## src/rtl/debug_pkg.sv

```systemverilog
// Shared encodings for the serial debug command sequencer.
// DEBUG_PC_REPORT_EN adds the two PC-report states.
package debug_pkg;

    localparam logic [7:0] CMD_HALT    = 8'h48;
    localparam logic [7:0] CMD_RESUME  = 8'h52;
    localparam logic [7:0] CMD_STEP    = 8'h53;
    localparam logic [7:0] CMD_BREAK   = 8'h42;
    localparam logic [7:0] CMD_CLEAR   = 8'h43;

    localparam logic [7:0] RSP_OK      = 8'h4B;
    localparam logic [7:0] RSP_ERR     = 8'h21;
    localparam logic [7:0] RSP_UNK     = 8'h3F;
    localparam logic [7:0] RSP_TIMEOUT = 8'h54;
    localparam logic [7:0] RSP_BREAK   = 8'h58;

    localparam int TX_DEPTH = 3;

    typedef enum logic [2:0] {
        IDLE, ARG_HI, ARG_LO, WAIT_HALT, WAIT_STEP, SEND
`ifdef DEBUG_PC_REPORT_EN
        , SEND_PCH, SEND_PCL
`endif
    } state_t;

    typedef enum logic [1:0] {
        TX_IDLE, TX_WAIT_HI, TX_WAIT_LO
    } tx_phase_t;

    typedef struct packed {
        state_t    ctrl;
        tx_phase_t tx;
    } dbg_t;

endpackage

```

## src/rtl/debug_tx_seq.sv

```systemverilog
// Response byte queue (3 deep) and the tx_start / tx_busy handshake to uart_tx.
// At most one byte is in flight: the next tx_start waits for tx_busy to rise and fall.
module debug_tx_seq
    import debug_pkg::*;
(
    input  logic      clk,
    input  logic      reset,
    input  logic      push_valid,
    input  logic [7:0] push_byte,
    input  logic      tx_busy,
    output logic      tx_start,
    output logic [7:0] tx_byte,
    output logic      idle,
    output tx_phase_t phase
);

    // push_valid has no ready: the caller pushes only while idle, so a push is never refused
    // in practice; a push into a full queue is dropped rather than overwriting.
    tx_phase_t  phase_q, phase_d;
    logic       start_q, start_d;
    logic [7:0] byte_q, byte_d;
    logic [7:0] mem_q [TX_DEPTH];
    logic [7:0] mem_d [TX_DEPTH];
    logic [1:0] cnt_q, cnt_d;
    logic       pop;

    always_comb begin
        phase_d = phase_q;
        start_d = 1'b0;
        byte_d  = byte_q;
        mem_d   = mem_q;
        cnt_d   = cnt_q;
        pop     = 1'b0;
        case (phase_q)
            TX_IDLE: begin
                if (cnt_q != 2'd0 && !tx_busy) begin
                    start_d = 1'b1;
                    byte_d  = mem_q[0];
                    pop     = 1'b1;
                    phase_d = TX_WAIT_HI;
                end
            end
            TX_WAIT_HI: if (tx_busy)  phase_d = TX_WAIT_LO;
            TX_WAIT_LO: if (!tx_busy) phase_d = TX_IDLE;
            default:    phase_d = TX_IDLE;
        endcase
        if (pop) begin
            mem_d[0] = mem_q[1];
            mem_d[1] = mem_q[2];
            cnt_d    = cnt_q - 2'd1;
        end
        if (push_valid && cnt_d != 2'(TX_DEPTH)) begin
            mem_d[cnt_d] = push_byte;
            cnt_d        = cnt_d + 2'd1;
        end
    end

    always_ff @(posedge clk) begin
        if (reset) begin
            phase_q <= TX_IDLE;
            start_q <= 1'b0;
            byte_q  <= 8'h00;
            cnt_q   <= 2'd0;
            for (int i = 0; i < TX_DEPTH; i++) mem_q[i] <= 8'h00;
        end else begin
            phase_q <= phase_d;
            start_q <= start_d;
            byte_q  <= byte_d;
            cnt_q   <= cnt_d;
            mem_q   <= mem_d;
        end
    end

    assign tx_start = start_q;
    assign tx_byte  = byte_q;
    assign idle     = (phase_q == TX_IDLE) && (cnt_q == 2'd0);
    assign phase    = phase_q;

endmodule

```

## src/rtl/debug_cmd_ctrl.sv

```systemverilog
// Serial debug command sequencer: halt/resume/step, one PC breakpoint, one status byte per command.
// DEBUG_PC_REPORT_EN appends cpu_pc (high byte first) after a completed halt or step.
module debug_cmd_ctrl
    import debug_pkg::*;
#(
    parameter int HALT_TIMEOUT = 1048576,
    parameter int TO_W         = 21
)(
    input  logic        clk,
    input  logic        reset,
    input  logic        rx_valid,
    input  logic [7:0]  rx_byte,
    input  logic [15:0] cpu_pc,
    input  logic        cpu_halted,
    input  logic        cpu_step_done,
    input  logic        tx_busy,
    output logic        halt,
    output logic        step,
    output logic        tx_start,
    output logic [7:0]  tx_byte,
    output logic        break_en,
    output logic [15:0] break_addr,
    output logic        overrun,
    output dbg_t        dbg_state
);

    localparam logic [TO_W-1:0] TO_LAST = TO_W'(HALT_TIMEOUT - 1);

    state_t          state_q, state_d;
    logic            halt_q, halt_d, step_q, step_d, ovr_q, ovr_d;
    logic            brk_en_q, brk_en_d, bp_q, bp_d;
    logic [15:0]     brk_addr_q, brk_addr_d;
    logic [7:0]      arg_hi_q, arg_hi_d;
    logic [TO_W-1:0] to_cnt_q, to_cnt_d;
    logic            push_valid, tx_idle;
    logic [7:0]      push_byte;
    tx_phase_t       tx_phase;
`ifdef DEBUG_PC_REPORT_EN
    logic [15:0]     pc_q, pc_d;
    logic            pc_pend_q, pc_pend_d;
`endif

    always_comb begin
        state_d    = state_q;
        halt_d     = halt_q;
        step_d     = 1'b0;
        ovr_d      = 1'b0;
        brk_en_d   = brk_en_q;
        brk_addr_d = brk_addr_q;
        arg_hi_d   = arg_hi_q;
        bp_d       = bp_q;
        to_cnt_d   = to_cnt_q;
        push_valid = 1'b0;
        push_byte  = RSP_OK;
`ifdef DEBUG_PC_REPORT_EN
        pc_d       = pc_q;
        pc_pend_d  = pc_pend_q;
`endif
        case (state_q)
            IDLE: begin
                // A breakpoint hit outranks a byte arriving in the same cycle.
                if (brk_en_q && !halt_q && cpu_pc == brk_addr_q) begin
                    halt_d  = 1'b1;
                    bp_d    = 1'b1;
                    ovr_d   = rx_valid;
                    state_d = WAIT_HALT;
                end else if (rx_valid) begin
                    case (rx_byte)
                        CMD_HALT: begin
                            halt_d = 1'b1;
                            bp_d   = 1'b0;
                            if (cpu_halted) begin
                                push_valid = 1'b1;
                                state_d    = SEND;
                            end else begin
                                state_d = WAIT_HALT;
                            end
                        end
                        CMD_RESUME: begin
                            halt_d     = 1'b0;
                            push_valid = 1'b1;
                            state_d    = SEND;
                        end
                        CMD_STEP: begin
                            if (!halt_q || !cpu_halted) begin
                                push_valid = 1'b1;
                                push_byte  = RSP_ERR;
                                state_d    = SEND;
                            end else begin
                                step_d  = 1'b1;
                                state_d = WAIT_STEP;
                            end
                        end
                        CMD_BREAK: state_d = ARG_HI;
                        CMD_CLEAR: begin
                            brk_en_d   = 1'b0;
                            push_valid = 1'b1;
                            state_d    = SEND;
                        end
                        default: begin
                            push_valid = 1'b1;
                            push_byte  = RSP_UNK;
                            state_d    = SEND;
                        end
                    endcase
                end
            end
            ARG_HI: begin
                if (rx_valid) begin
                    arg_hi_d = rx_byte;
                    state_d  = ARG_LO;
                end
            end
            ARG_LO: begin
                if (rx_valid) begin
                    brk_addr_d = {arg_hi_q, rx_byte};
                    brk_en_d   = 1'b1;
                    push_valid = 1'b1;
                    state_d    = SEND;
                end
            end
            WAIT_HALT, WAIT_STEP: begin
                ovr_d = rx_valid;
                if ((state_q == WAIT_HALT) ? cpu_halted : cpu_step_done) begin
                    push_valid = 1'b1;
                    push_byte  = (state_q == WAIT_HALT && bp_q) ? RSP_BREAK : RSP_OK;
                    to_cnt_d   = '0;
                    state_d    = SEND;
`ifdef DEBUG_PC_REPORT_EN
                    pc_d      = cpu_pc;
                    pc_pend_d = 1'b1;
`endif
                end else if (to_cnt_q == TO_LAST) begin
                    push_valid = 1'b1;
                    push_byte  = RSP_TIMEOUT;
                    to_cnt_d   = '0;
                    state_d    = SEND;
                end else begin
                    to_cnt_d = to_cnt_q + 1'b1;
                end
            end
            SEND: begin
                ovr_d = rx_valid;
                if (tx_idle) begin
`ifdef DEBUG_PC_REPORT_EN
                    if (pc_pend_q) begin
                        push_valid = 1'b1;
                        push_byte  = pc_q[15:8];
                        state_d    = SEND_PCH;
                    end else begin
                        state_d = IDLE;
                    end
`else
                    state_d = IDLE;
`endif
                end
            end
`ifdef DEBUG_PC_REPORT_EN
            SEND_PCH: begin
                ovr_d = rx_valid;
                if (tx_idle) begin
                    push_valid = 1'b1;
                    push_byte  = pc_q[7:0];
                    state_d    = SEND_PCL;
                end
            end
            SEND_PCL: begin
                ovr_d = rx_valid;
                if (tx_idle) begin
                    pc_pend_d = 1'b0;
                    state_d   = IDLE;
                end
            end
`endif
            default: state_d = IDLE;
        endcase
    end

    always_ff @(posedge clk) begin
        if (reset) begin
            state_q    <= IDLE;
            halt_q     <= 1'b0;
            step_q     <= 1'b0;
            ovr_q      <= 1'b0;
            brk_en_q   <= 1'b0;
            brk_addr_q <= 16'h0000;
            arg_hi_q   <= 8'h00;
            bp_q       <= 1'b0;
            to_cnt_q   <= '0;
`ifdef DEBUG_PC_REPORT_EN
            pc_q       <= 16'h0000;
            pc_pend_q  <= 1'b0;
`endif
        end else begin
            state_q    <= state_d;
            halt_q     <= halt_d;
            step_q     <= step_d;
            ovr_q      <= ovr_d;
            brk_en_q   <= brk_en_d;
            brk_addr_q <= brk_addr_d;
            arg_hi_q   <= arg_hi_d;
            bp_q       <= bp_d;
            to_cnt_q   <= to_cnt_d;
`ifdef DEBUG_PC_REPORT_EN
            pc_q       <= pc_d;
            pc_pend_q  <= pc_pend_d;
`endif
        end
    end

    debug_tx_seq u_tx_seq (
        .clk        (clk),
        .reset      (reset),
        .push_valid (push_valid),
        .push_byte  (push_byte),
        .tx_busy    (tx_busy),
        .tx_start   (tx_start),
        .tx_byte    (tx_byte),
        .idle       (tx_idle),
        .phase      (tx_phase)
    );

    assign halt       = halt_q;
    assign step       = step_q;
    assign overrun    = ovr_q;
    assign break_en   = brk_en_q;
    assign break_addr = brk_addr_q;
    assign dbg_state  = '{ctrl: state_q, tx: tx_phase};

endmodule

```

## config.mk

```make
export PLATFORM = sky130hd
export DESIGN_NAME = debug_cmd_ctrl
export DESIGN_NICKNAME = d
export VERILOG_FILES = /design/src/rtl/debug_pkg.sv /design/src/rtl/debug_tx_seq.sv /design/src/rtl/debug_cmd_ctrl.sv
export SDC_FILE = /design/constraint.sdc
export NUM_CORES = 1
export LEC_CHECK = 0
export BUFFER_PORTS_ARGS = -buffer_cell sky130_fd_sc_hd__buf_2
export CAP_MARGIN = 20
export CORE_UTILIZATION = 40
export CTS_BUF_LIST = sky130_fd_sc_hd__clkbuf_4 sky130_fd_sc_hd__clkbuf_8
export DETAILED_ROUTE_END_ITERATION = 12
export PLACE_DENSITY = 0.62
export SLEW_MARGIN = 20
export SYNTH_ARGS = -nofsm -noshare
export SYNTH_HDL_FRONTEND = slang
export SYNTH_SLANG_ARGS = --single-unit
```

## constraint.sdc

```tcl
create_clock -name clk -period 3.4 [get_ports clk]
set_clock_uncertainty 0.2 [all_clocks]
set_input_delay 0.17 -clock clk [delete_from_list [all_inputs] [get_ports clk]]
set_output_delay 0.17 -clock clk [all_outputs]
set_load 0.02 [all_outputs]
```

==> impl_metrics.toml, run 1 <==
[cells_and_area]
stdcell_count = 750
utilization_pct = 48.5
nNetsFinal = 641
antenna_cells = 0
area_delta_synth_final_pct = 18.1
drive_gt1_share_pct = 16.6

[placed_design]
place_inst = 723
io_buffers = 63
dp_slack_ns = 0.333
dp.final_hpwl_mm = 7.78
place_congestion = 0.872

[worst_setup_path]
cp-startpoint = "u_tx_seq.cnt_q[0]"
r2r-start = "u_tx_seq.cnt_q[0]"
cp.arrival_ns = 3.11
reg2regPathDepth = 10
cp_max_fo = 8
cp_data_required_time_ns = 3.46
critPathKind = "register to register"
critPathLaunchType = "register"
endpoint_kind = "register"

[floorplan]
die_width_um = 108
die_y_um = 108
initial_core_util_pct = 41.1
fp.dieArea_um2 = 11600
boundaryPins = 64
placementRows = 38
core_area_um2 = 10900

[clocking]
htreeDepth = 3
clkTransAtPathRegs_ns = 0.10
clkLatencyLatePin_ns = 0.37
post-cts-setup-buffers = 0
cts_tree = "built"
clock-root-buffer = "clkbuf_8"
cts_made_buffers = 9
cts_resized = 0
numClockSinks = 90
clockBufferDepth = 2
ctsHoldBuffers = 11

[synthesis]
async_flop_share_pct = 0
synth.avg_cell_area_um2 = 8.31
synth_top_area_share_pct = 40.3
yosysMostFrequentCell = "nand2_1"
postSynthCellCount = 538
synth_common_cells = "nand2_1 (101), dfxtp_1 (90), a21oi_1 (55), nor2_1 (49), xnor2_1 (20)"
synthTopCellsByArea = "dfxtp_1 (40%), nand2_1 (8.5%), a21oi_1 (6.2%)"
synth_seq_cells = 90
yosysSeqAreaShare_pct = 40.3
ys.flop_type = "dfxtp_1"
synth.cell_area_um2 = 4470
synthesis.nets = 574
yosysTopAreaCell = "dfxtp_1"
ys_types = 67
yosysWarnings = 0
synth_edf_count = 0

[status]
status = "completed"

[sta]
drv_slew = 0
worst_slew_pin_slew_ns = 0.749
hold_viol_final = 0
layout_min_cycle_time_ns = 3.05
slew_headroom_pct = 49.7
rsz0062_at_grt = "no"
max_freq_mhz = 328
finalSetupTns_ns = 0
holdWs_ns = 0.0665
setup_violations = 0
finalWorstSetupSlack_ns = 0.347
fin_crit_sh_pct = 89.8

[routing]
vias = 3911
via_per_inst = 5.21
drt_pre_antenna_iters = 4
drtAntennaViolNets = 0
drt_iter0_drc = 254
drc_errors = 0
wl_per_cell_um = 14.4
wirelength_mm = 10.8

[pwr]
power-per-cell-area_nw_per_um2 = 609
max-vdd-ir-drop_uv = 342
p_leak_nw = 2.05

[min_path]
hp-start = "reset"
min_path_cells = 2
min_path_type = "primary input to register"

[grt]
grt_max_degree = 33
antenna_found_initial = 0
grt_first_pass_wirelength_mm = 17.8
grt_pass1_vias = 3679
grt_use_total_pct = 19.6
grt_overflow = 0

[run]
cap_violations = 0
-- layer usage --
metal  share of wire [%]  global-route usage (%)  up-vias
met1                  48                    25.6     1830
met4                 1.1                    5.87        0
met3                 4.2                    4.54        9
li1                    -                       -     1990
met2                  47                    31.8       82
met5                   0                       0        -
-- final cells by class --
class | count | area [µm²]
Tap cell | 140 | 175
Inverter | 15 | 56.3
Clock buffer | 10 | 138
Clock inverter | 6 | 116
Multi-Input combinational cell | 408 | 2510
Sequential cell | 90 | 1800
Fill cell | 1042 | 5610
Timing Repair Buffer | 81 | 478
-- stage by stage --
| step | total power [mW] | cell area (µm²) |
|---|---|---|
| 5_1_grt | 3.41 | 5280 |
| 3_5_place_dp | 2.30 | 4910 |
| 4_1_cts | 3.24 | 5280 |
| 2_1_floorplan | 2.04 | 4470 |
| 3_3_place_gp | 2.28 | 4910 |
| 6_report | 3.21 | 5280 |
-- cell families after synthesis --
family / Yosys count / share of synthesized area, %
multiplexers: 32 / 7.70
AO/OA/AOI/OAI: 105 / 15.3
XOR/XNOR: 35 / 6.86
flip-flops: 90 / 40.3
AND/OR/NAND/NOR: 230 / 24.6
adder cells (fa/ha/maj): 6 / 1.68
buffers and inverters: 40 / 3.61
-- cells in the final DEF, fill, tap and decap left out, types with 4 or more instances in the layout --
master and count:
nand4_1 5, ha_1 6, nand2_1 101, dfxtp_1 90, and3_1 7, nor2b_1 12, nor2_1 49, and2_1 4
dlygate4sd3_1 11, buf_4 7, clkbuf_8 10, mux2i_1 13, mux2_1 16, inv_1 15, nand3_1 10, xnor2_1 20
a21oi_1 55, nand2b_1 5, o21ai_0 10, buf_2 63, nor3_1 9, xor2_1 15, nor4_1 5
-- report_power, final --
| part | total, mW | switching [mW] | internal [mW] |
|---|---|---|---|
| Combinational | 0.996 | 0.604 | 0.391 |
| Clock | 0.930 | 0.413 | 0.517 |
| Sequential | 1.29 | 0.115 | 1.17 |
| Total | 3.21 | 1.13 | 2.08 |
-- critical path, cell delays in order (launching register included) --
cell	delay, ns
dfxtp_1	0.35
inv_1	0.05
ha_1	0.25
nor4_2	0.24
xnor2_1	0.25
inv_1	0.13
ha_1	0.24
a21oi_1	0.29
nand2_1	0.11
o2bb2ai_2	0.45
mux2_1	0.37
-- flip-flops by register name, summed over array words and instances, names as in the netlist, 2 cells and up, named ones only --
name and flops:
to_cnt_q 21, state_q 3, u_tx_seq.tx_byte 8, u_tx_seq.cnt_q 2
u_tx_seq.mem_q 17, u_tx_seq.phase 2, arg_hi_q 8, break_addr 16
-- path summary, 6_finish.rpt --
kind / endpoint / slack [ns]
hold / removal: arg_hi_q[0] / 0.07
setup reg to reg: u_tx_seq.mem_q[22] / 0.35
hold reg to reg: u_tx_seq.tx_byte[5] / 0.25
setup / recovery: u_tx_seq.mem_q[22] / 0.35
Note: power is estimated with default switching activity, not from simulation.
==> run 2, diff against run 1 <==
--- a/config.mk
+++ b/config.mk
@@ -7,6 +7,7 @@
 export LEC_CHECK = 0
 export BUFFER_PORTS_ARGS = -buffer_cell sky130_fd_sc_hd__buf_2
 export CAP_MARGIN = 20
+export CORE_MARGIN = 2
 export CORE_UTILIZATION = 40
 export CTS_BUF_LIST = sky130_fd_sc_hd__clkbuf_4 sky130_fd_sc_hd__clkbuf_8
 export DETAILED_ROUTE_END_ITERATION = 12
==> impl_metrics.toml, run 2 (same netlist as run 1, synthesis figures left out) <==
[run]
cap_violations = 0

[worst_setup_path]
endpoint_kind = "register"
critPathLaunchType = "register"
critPathKind = "register to register"
cp_data_required_time_ns = 3.46
cp.arrival_ns = 3.14
reg2regPathDepth = 10
crit_slowest_cell = "o2bb2ai_2"
max_stage_delay_ns = 0.44
path_cells = "inv_1, ha_1, nor4_2, xnor2_1, inv_1, ha_1, a21oi_1, nand2_1, o2bb2ai_2, mux2_1"
cp_max_fo = 8

[cells_and_area]
drive_gt1_share_pct = 16.5
largest_reg_flops = 21
final_common_cell = "nand2_1"
antenna_cells = 0
final_cell_mix = "nand2_1 (101), dfxtp_1 (90), buf_2 (63)"
area_delta_synth_final_pct = 17.3
stdcell_count = 751
utilization_pct = 48.2
largest_register = "to_cnt_q"
nNetsFinal = 643

[placed_design]
dp.final_hpwl_mm = 7.96
place_inst = 724
place_congestion = 0.839
dp_slack_ns = 0.293
io_buffers = 63

[floorplan]
initial_core_util_pct = 41.1
boundaryPins = 64
die_width_um = 110
placementRows = 38
die_y_um = 110
fp.dieArea_um2 = 12000
core_area_um2 = 10900

[pwr]
total_power_mw = 3.04
max-vdd-ir-drop_uv = 313
p_leak_nw = 2.04
power-per-cell-area_nw_per_um2 = 580

[sta]
fin_crit_sh_pct = 90.7
drv_slew = 0
max_freq_mhz = 324
worst_slew_pin_slew_ns = 0.794
setup_violations = 0
finalSetupTns_ns = 0
slew_headroom_pct = 46.7
rsz0062_at_grt = "no"
finalWorstSetupSlack_ns = 0.317
hold_viol_final = 0
layout_min_cycle_time_ns = 3.08

[routing]
drtAntennaViolNets = 0
wirelength_mm = 10.8
drt_iter0_drc = 267
drc_errors = 0
via_per_inst = 5.31
drt_pre_antenna_iters = 5
wl_per_cell_um = 14.4
vias = 3985

[grt]
grt_pass1_vias = 3778
grt_overflow = 0
antenna_found_initial = 0
grt_use_total_pct = 19.4
grt_max_degree = 35
grt_first_pass_wirelength_mm = 18.4

[clocking]
clock-root-buffer = "clkbuf_8"
htreeDepth = 3
cts_tree = "built"
numClockSinks = 90
cts_made_buffers = 9
cts_resized = 0
clockBufferDepth = 2
clkLatencyLatePin_ns = 0.37
clkTransAtPathRegs_ns = 0.09

[min_path]
min_path_type = "primary input to register"
min_path_cells = 4

[status]
status = "completed"
[run 2: cell count changes in the layout (fill, tap and decap cells not counted)]
| cell | previous run | this run |
|---|---|---|
| buf_4 | 7 | 8 |
| dlygate4sd3_1 | 11 | 12 |
| clkinv_4 | 0 | 2 |
| clkinvlp_4 | 0 | 1 |
| inv_6 | 3 | 1 |
| bufinv_16 | 3 | 1 |
[run 2: path summary, 6_finish.rpt]
| path | endpoint | from | slack [ns] |
|---|---|---|---|
| setup / recovery | u_tx_seq.mem_q[21] | u_tx_seq.cnt_q[0] | 0.32 |
| hold / removal | step | cpu_halted | 0.17 |
| setup reg to reg | u_tx_seq.mem_q[21] | u_tx_seq.cnt_q[0] | 0.32 |
| hold reg to reg | to_cnt_q[20] | to_cnt_q[20] | 0.25 |
[run 2: where the power goes]
group	internal [mW]	total, mW	switching, mW
logic	0.399	1.02	0.624
registers	1.17	1.26	0.0912
clock network	0.361	0.755	0.394
total	1.93	3.04	1.11
[run 2: what timing repair did]
item,CTS,global route
hold endpoints to repair,24,0
setup buffers,0,0
hold buffers,12,0
[run 2: area by class of cell]
cell class                 instances  area, µm²
clock buffer                      10        138
clock inverter                     5       63.8
fill                            1091       5640
inverter                          15       56.3
multi-input combinational        408       2510
sequential                        90       1800
tap                              140        175
timing repair buffer              83        495
[run 2: layer usage]
layer / global-route usage, % / wire length [µm] / vias to the layer above
li1: - / - / 2000
met2: 30.4 / 5050 / 105
met5: 0 / 0 / -
met3: 4.80 / 608 / 15
met1: 26.2 / 5020 / 1865
met4: 5.97 / 142 / 0
[run 2: worst max-delay path: cells and delay by family (launching register included)]
kind	cells	cell delay, ns
adders and majority gates	2	0.49
AOI/OAI and AO/OA	2	0.75
DFF	1	0.35
muxes	1	0.37
xor gates and xnor gates	1	0.26
buffers and inverters	2	0.19
and+or+nand+nor	2	0.36
[run 2: per-stage QoR]
step	cell area (µm²)	hold slack, ns
after floorplan	4470	0.0597
after global placement	4920	0.199
after detailed placement	4920	0.208
after CTS	5240	0.147
after global routing	5240	0.189
final	5240	0.169
